$ cat src/rtl/counter_ctrl.sv
// counter_ctrl: command-driven sequencer for the interval counter with shadow tic and auto-halt at limit
module counter_ctrl #(
  parameter int                CNT_W        = 32,
  parameter logic [CNT_W-1:0]  DEF_INTERVAL = '0
) (
  input  logic             clk,
  input  logic             resetn,
  input  logic             cmd_valid,
  output logic             cmd_ready,
  input  logic [2:0]       cmd_op,
  input  logic [CNT_W-1:0] cmd_data,
  input  logic [CNT_W-1:0] counter_val,
  output logic [7:0]       state,
  output logic [CNT_W-1:0] interval,
  output logic             running,
  output logic             done,
  output logic             cmd_err
);

  localparam logic [1:0] S_CLR  = 2'd0;
  localparam logic [1:0] S_RUN  = 2'd1;
  localparam logic [1:0] S_HALT = 2'd2;

  localparam logic [2:0] OP_CLEAR = 3'd0;
  localparam logic [2:0] OP_START = 3'd1;
  localparam logic [2:0] OP_STOP  = 3'd2;
  localparam logic [2:0] OP_SETIV = 3'd3;
  localparam logic [2:0] OP_SETLM = 3'd4;

  logic [1:0]       fsm, fsm_nxt;
  logic [CNT_W-1:0] limit, tic;
  logic             accept, in_run, is_clear, tic_hit, at_limit, set_op, bad_cmd;

  assign accept   = cmd_valid & cmd_ready;
  assign in_run   = (fsm == S_RUN);
  assign is_clear = accept && (cmd_op == OP_CLEAR);
  assign set_op   = (cmd_op == OP_SETIV) || (cmd_op == OP_SETLM);
  assign tic_hit  = in_run && (tic == interval);
  // The counter reaches limit on this very edge; halting now keeps it from ever passing limit.
  assign at_limit = tic_hit && (limit != '0) && (counter_val + CNT_W'(1) == limit);
  assign bad_cmd  = accept && ((set_op && in_run) || (cmd_op > OP_SETLM));
  assign state    = {6'd0, fsm};

  // Next FSM state; later assignments take priority (CLEAR beats auto-halt beats START/STOP).
  always_comb begin
    fsm_nxt = fsm;
    if (accept && cmd_op == OP_START && !in_run) fsm_nxt = S_RUN;
    if (accept && cmd_op == OP_STOP && in_run) fsm_nxt = S_HALT;
    if (at_limit) fsm_nxt = S_HALT;
    if (is_clear) fsm_nxt = S_CLR;
  end

  // FSM, status pulses and command readiness.
  always_ff @(posedge clk or negedge resetn) begin
    if (!resetn) begin
      fsm       <= S_CLR;
      running   <= 1'b0;
      done      <= 1'b0;
      cmd_err   <= 1'b0;
      cmd_ready <= 1'b0;
    end else begin
      fsm       <= fsm_nxt;
      running   <= (fsm_nxt == S_RUN);
      done      <= at_limit && !is_clear;
      cmd_err   <= bad_cmd;
      cmd_ready <= 1'b1;
    end
  end

  // Interval and limit are only writable outside RUN so the shadow tic stays in lockstep.
  always_ff @(posedge clk or negedge resetn) begin
    if (!resetn) begin
      interval <= DEF_INTERVAL;
      limit    <= '0;
    end else if (accept && !in_run) begin
      if (cmd_op == OP_SETIV) interval <= cmd_data;
      if (cmd_op == OP_SETLM) limit <= cmd_data;
    end
  end

  // Shadow of the counter's tic, driven by the state code the counter sees this cycle.
  always_ff @(posedge clk or negedge resetn) begin
    if (!resetn) tic <= '0;
    else if (fsm == S_CLR) tic <= '0;
    else if (in_run) tic <= tic_hit ? '0 : tic + CNT_W'(1);
  end

endmodule

$ cat config.mk
export PLATFORM = sky130hd
export DESIGN_NAME = counter_ctrl
export DESIGN_NICKNAME = d
export VERILOG_FILES = /design/src/rtl/counter_ctrl.sv
export SDC_FILE = /design/constraint.sdc
export NUM_CORES = 1
export LEC_CHECK = 0
export CAP_MARGIN = 20
export CELL_PAD_IN_SITES_DETAIL_PLACEMENT = 2
export CELL_PAD_IN_SITES_GLOBAL_PLACEMENT = 2
export CORE_MARGIN = 4
export CORE_UTILIZATION = 30
export DETAILED_ROUTE_END_ITERATION = 12
export PLACE_DENSITY = 0.85
export SYNTH_ARGS = -nofsm -noshare
export SYNTH_HDL_FRONTEND = slang
export SYNTH_SLANG_ARGS = --single-unit
export TNS_END_PERCENT = 30
$ cat constraint.sdc
create_clock -name clk -period 2.15 [get_ports clk]
set_clock_uncertainty 0.1 [all_clocks]
set_input_delay 0.43 -clock clk [delete_from_list [all_inputs] [get_ports clk]]
set_output_delay 0.43 -clock clk [all_outputs]
set_load 0.005 [all_outputs]
# == After elaboration in Yosys (flattened, before gate mapping) ==
# Index checks and enable logic that the tools add are counted.
# totals
input_bits,70
regBits,102
out_inout_bits,44
word_cells,49
# op_classes
n_reduce_logical,22
eq_ne,8
addsub,2
n_mux,7
n_bitwise,1
n_lt_le_gt_ge,1
# op_table
operator,count
two-way mux 32 bit,3
"adder 32 x 1 -> 32 bit, second input constant",2
== test 32 bit,2
nonzero test 32 bit,1
logical AND 1 bit,12
two-way mux 2 bit,4
"== test 3 x 2 -> 1 bit, second input constant",2
"== test 2 x 1 -> 1 bit, second input constant",2
AND reduction 2 bit,2
"== test 3 x 1 -> 1 bit, second input constant",1
"== test 3 bit, second input constant",1
"> comparator 3 bit, second input constant",1
zero test 3 bit,1
zero test 1 bit,2
zero test 2 bit,1
logical OR 1 bit,2
nonzero test 2 bit,1
AND 1 bit,1

# == Depth between registers and ports, before layout ==
# depth
depth_word,8
mapped_depth,11
mapped_depth_nobuf,9

# == Least setup slack after synthesis ==
# No wires, ideal clock.
# synth_path
path_type,input port to flip-flop
startpoint,input counter_val[0]
endpoint,register running
arrival_time_ns,2.463
cell_stages,10
setup_ns,0.120
slack_ns,-0.532
required_time_ns,1.930
n_path_buf,1
cell_sequence,ha_1 nand3_1 buf_2 or4_1 or4_1 a31oi_1 o22ai_1 a21oi_1 nand4_1 and3b_1
# synth_between
elab_chain_cells,6
# synth_rtl
element,line_no,source
"start, declared",12,"input logic [CNT_W-1:0] counter_val,"
adder 32 x 1 -> 32 bit,40,assign at_limit = tic_hit && (limit != '0) && (counter_val + CNT_W'(1) == limit);
== test 32 bit,40,
logical AND 1 bit,40,
two-way mux 2 bit,49,if (at_limit) fsm_nxt = S_HALT;
two-way mux 2 bit,50,if (is_clear) fsm_nxt = S_CLR;
== test 2 x 1 -> 1 bit,63,running <= (fsm_nxt == S_RUN);
"end signal, assigned",63,
"end, declared",15,"output logic running,"
# No other way between the ends.
# A chain may end at the register's enable or synchronous reset.

# == Worst setup path in the final report ==
# layout_path
startpoint,register limit[0]
endpoint,register fsm[0]
# layout_between
elab_chain_cells,5
elab_cells_between_ends,6
cone_classes,1 x eq/ne; 2 x mux; 3 x reduce/logical
# layout_rtl
element,line_no,source
"start, declared",31,"logic [CNT_W-1:0] limit, tic;"
"start signal, assigned",77,if (cmd_op == OP_SETLM) limit <= cmd_data;
nonzero test 32 bit,40,
logical AND 1 bit,40,
logical AND 1 bit (*),40,
two-way mux 2 bit (*),49,
two-way mux 2 bit (*),50,
via fsm_nxt[0],30,"logic [1:0] fsm, fsm_nxt;"
"end signal, assigned",62,fsm <= fsm_nxt;
"end, declared",30,
# The timed path passes the listed nets; every way through them passes the cells marked *.

==> summary by stage <==
Setup path
The nature of the critical path startpoint is a register. The delay of the slowest cell on the worst path is approximately 0.61 ns. The critical path goes through buf_4 -> nor4_1 -> nand4_1 -> o22ai_1 -> nor4b_2 -> nand4b_1 -> nor4_4 -> nand4_1 -> buf_4 -> a21boi_2.

By startpoint and endpoint, the worst setup path is classified as reg -> reg. The slowest stage of the critical path belongs to the cell sky130_fd_sc_hd__nor4_1. The reg-to-reg critical path startpoint is limit[0]$_DFFE_PN0P_. Of all nets on the critical path, the largest fanout is 4. The end of the worst register-to-register path is fsm[0]$_DFF_PN0_. Data arrives at the worst endpoint at 3.11 ns.

Setup slack on the worst reg-to-reg path comes out at -0.76 ns. STA classifies the critical path endpoint as a register. Data on the critical path is required at its endpoint by 2.35 ns.

The worst register-to-register path has a depth of 10.

STA
The actual slew at the worst max-slew pin is 0.775 ns. Setup repair after global routing could not meet its margin everywhere. The highest achievable clock rate is 0.343 GHz.

The shortest period the worst path allows is between 2 and 3 ns. The number of pins with negative max-slew slack in the final report is 0. Headroom to the max-slew limit came out at 0.479.

The post-layout worst setup margin is -0.763 ns. The total setup violations reported at the end of the flow is 36. The final count of hold timing violations is 0. Of the available clock period, the critical path in the final layout requires 1.35.

Clocking
The clock tree root driver cell is sky130_fd_sc_hd__clkbuf_16. Clock latency on the worst-skew pair, taken at its later pin, is roughly 0.37 ns. The total clock buffers created by CTS is 9. The clock-pin slew on the worst setup and hold paths is 0.08 ns.

The maximum number of buffers from clock root to sink is 2. TritonCTS built the clock tree. CTS saw 102 sinks. The depth of the CTS H-tree is 3.

Die
The count of boundary I/O pins is 114. The floorplan has 51 rows. After floorplanning, the core was sized to cover about 20000 sq um.

The die covers 22700 sq um. In this run the horizontal extent of the chip is 151 um. The initial core utilization is 0.310. In this run the vertical extent of the chip is about 150 um.

Drt
After detailed routing, the number of vias per cell comes to just under 6. Wires add up to 39400 um. The number of DRC violations after detailed routing is 0. Before antenna repair, the detailed router went through 5 iterations. The wire length on met1 is between 10000 and 15000 um. The met3 wire length is about 2000 um. The highest routed metal layer is met5. The final route contains between 6000 and 7000 vias. The met2 wirelength from detailed routing is 19800 um. The final routed wire length divided by cell count is 33.6 um.

In this run, the number of DRC markers left after iteration 0 of detailed routing was 566. The number of routed nets with antenna violations is 0.

Layout
The repair_antennas step left the layout with diodes totalling 0. The layout overhead on the synthesized area is 57.5%. The design area is 9610 sq um. In the final layout, the share of cells above drive strength 1 is 0.405. The final cell utilization of the core is 0.487. The area of the multi-input gates is ~3800 sq um. Summing all flip-flop and latch instances after layout gives roughly 2600 sq um.

For this run, the post-layout net count is between 900 and 1000. Fill cells in the final layout number 1987.

Global routing
The wire length of the first global-routing pass is about 52000 um. The initial antenna violation count is 2. The number of global-route vias before repair is 7694. Across every metal layer, demand over resource in global routing totals 0.312. Entering global routing, the biggest net connects between 40 and 50 pins.

The overflow left after global routing is 0.

Place
At the placement stage, the worst setup path has a slack of -1.47 ns. During placement, the flow inserted port buffers numbering 107. The instance area at placement is between 8000 and 9000 sq um. The placed wire-length estimate is 22800 um. The routability congestion estimate from global placement is 0.855.

Synth
The most common flop cell mapped by yosys is sky130_fd_sc_hd__dfrtp_1. In the post-synthesis netlist, the biggest area contributors are sky130_fd_sc_hd__dfrtp_1 (42%), sky130_fd_sc_hd__mux2_2 (12%), sky130_fd_sc_hd__xor2_1 (6.2%). After synthesis, the netlist uses 62 different library cells. Summing every instance area after synthesis gives between 6000 and 7000 sq um. The library cell occupying the most area in the post-synthesis netlist is sky130_fd_sc_hd__dfrtp_1. For this run, asynchronously set or reset flops after synthesis account for 1.00. The number of synthesized register bits is 102. Each instance of the synthesized netlist takes up on average 10.0 sq um. Sorting the synthesized cells by how often they occur yields sky130_fd_sc_hd__dfrtp_1 (102), sky130_fd_sc_hd__mux2_2 (65), sky130_fd_sc_hd__o21ai_0 (52). After technology mapping, the gate count stands at 609. The synthesized design contains 0 enable-type register cells. Yosys instantiated no cell more often than sky130_fd_sc_hd__dfrtp_1. The share of synthesized area in the top cell type comes to 0.418. For this run, the number of Yosys warnings is 0. For this run, the register share of the synthesized area comes to 0.418.

Min path
The path class of the tightest hold or removal check is in -> async.

Status
The final reports fail on negative setup slack. The run finished, with violations left.

Pwr
For this design the static power due to leakage is 0.00433 uW. For this design the ratio of total power to cell area is between 800 and 900 nW/um^2. Across the VDD grid, the largest voltage drop is 0.651 mV.

Run
Max-cap violations in this run came to 0.
## stage by stage
step / cells / total power, uW / TNS (ns) / hold WS (ns)
after global placement: 1133 / 5500 / -11.28 / 0.214
after floorplan: 614 / 3830 / -1.51 / 0.0344
after detailed placement: 1133 / 5830 / -32.85 / 0.220
final: 1172 / 8330 / -19.29 / 0.380
after global routing: 1172 / 8540 / -18.30 / 0.388
after CTS: 1161 / 7690 / -16.34 / 0.385
## per-layer routing
layer  GRT usage  vias to the layer above
li1            -                     2814
met1       0.367                     3615
met2       0.546                      369
met3      0.0421                      163
met4       0.177                        4
met5           0                        -
## worst max path at each step
| stage | to | startpoint | depth (start not counted) |
|---|---|---|---|
| after floorplan | running$_DFF_PN0_ | counter_val[0] | 10 |
| after global placement | running$_DFF_PN0_ | counter_val[12] | 8 |
| after detailed placement | running$_DFF_PN0_ | counter_val[0] | 10 |
| after CTS | fsm[0]$_DFF_PN0_ | interval[12]$_DFFE_PN0P_ | 8 |
| after global routing | fsm[0]$_DFF_PN0_ | limit[0]$_DFFE_PN0P_ | 10 |
| final | fsm[0]$_DFF_PN0_ | limit[0]$_DFFE_PN0P_ | 10 |
## repair_timing
item / CTS / global route
cloned: 1 / 0
pin swaps: 17 / 19
hold buffers: 1 / 0
endpoints found under the setup margin: 37 / 37
gates resized for setup: 59 / 89
buffers inserted: 10 / 11
hold endpoints to repair: 12 / 0
## flip-flops by register name, summed over array words and instances, names as in the netlist
signal and flops:
running 1, tic 32, cmd_ready 1, cmd_err 1
limit 32, interval 32, fsm 2, done 1
## layout make-up
type                       instances  area share
sequential                       102       0.266
tap                              265      0.0345
timing repair buffer             306       0.273
multi-input combinational        481       0.396
clock inverter                     5     0.00352
inverter                           2    0.000781
clock buffer                      11      0.0263
## power by group
part / switching, uW / internal [uW]
sequential: 494 / 2310
combinational: 1950 / 1830
clock: 881 / 852
## critical path, delay by kind of cell, from the launching register on
family,cells,cell delay [ns]
compound gates,2,0.61
buf+inv,2,0.31
flops,1,0.42
simple gates,6,1.39
## layout by cell type, fill, tap and decap left out, types with 4 or more instances in the layout
cell,Yosys,routed
sky130_fd_sc_hd__buf_12,0,6
sky130_fd_sc_hd__o41ai_1,5,5
sky130_fd_sc_hd__or4_1,4,4
sky130_fd_sc_hd__o21ai_0,52,18
sky130_fd_sc_hd__nor4_1,22,14
sky130_fd_sc_hd__nand2_1,30,27
sky130_fd_sc_hd__dfrtp_1,102,101
sky130_fd_sc_hd__xor2_2,0,10
sky130_fd_sc_hd__nor2_1,40,34
sky130_fd_sc_hd__xnor2_1,25,23
sky130_fd_sc_hd__mux2_2,65,65
sky130_fd_sc_hd__clkbuf_16,0,9
sky130_fd_sc_hd__o21ai_1,0,32
sky130_fd_sc_hd__xor2_1,43,33
sky130_fd_sc_hd__nor2b_1,7,7
sky130_fd_sc_hd__and4_1,7,4
sky130_fd_sc_hd__clkdlybuf4s50_1,0,91
sky130_fd_sc_hd__nor3_1,9,5
sky130_fd_sc_hd__conb_1,2,7
sky130_fd_sc_hd__clkbuf_2,0,10
sky130_fd_sc_hd__a21oi_1,12,12
sky130_fd_sc_hd__buf_4,6,188
sky130_fd_sc_hd__nor4_4,3,9
sky130_fd_sc_hd__nand3_2,1,4
sky130_fd_sc_hd__a31oi_1,8,8
sky130_fd_sc_hd__and3_1,16,13
sky130_fd_sc_hd__nand4_1,11,11
sky130_fd_sc_hd__o31ai_1,15,14
sky130_fd_sc_hd__nand2b_1,14,14
sky130_fd_sc_hd__nor3_2,1,4
sky130_fd_sc_hd__nor2_2,0,4
sky130_fd_sc_hd__buf_6,2,4
sky130_fd_sc_hd__nand3_1,27,21
sky130_fd_sc_hd__and2_1,7,7
## cells by family after synthesis
kind of cell,synth area share
flip-flops,0.418
XOR/XNOR,0.0976
AND/OR/NAND/NOR,0.217
other,0.00123
multiplexers,0.120
buffers and inverters,0.0254
AO/OA/AOI/OAI,0.116
adder cells (fa/ha/maj),0.00410
No activity file was read; power rests on OpenSTA's default activity.
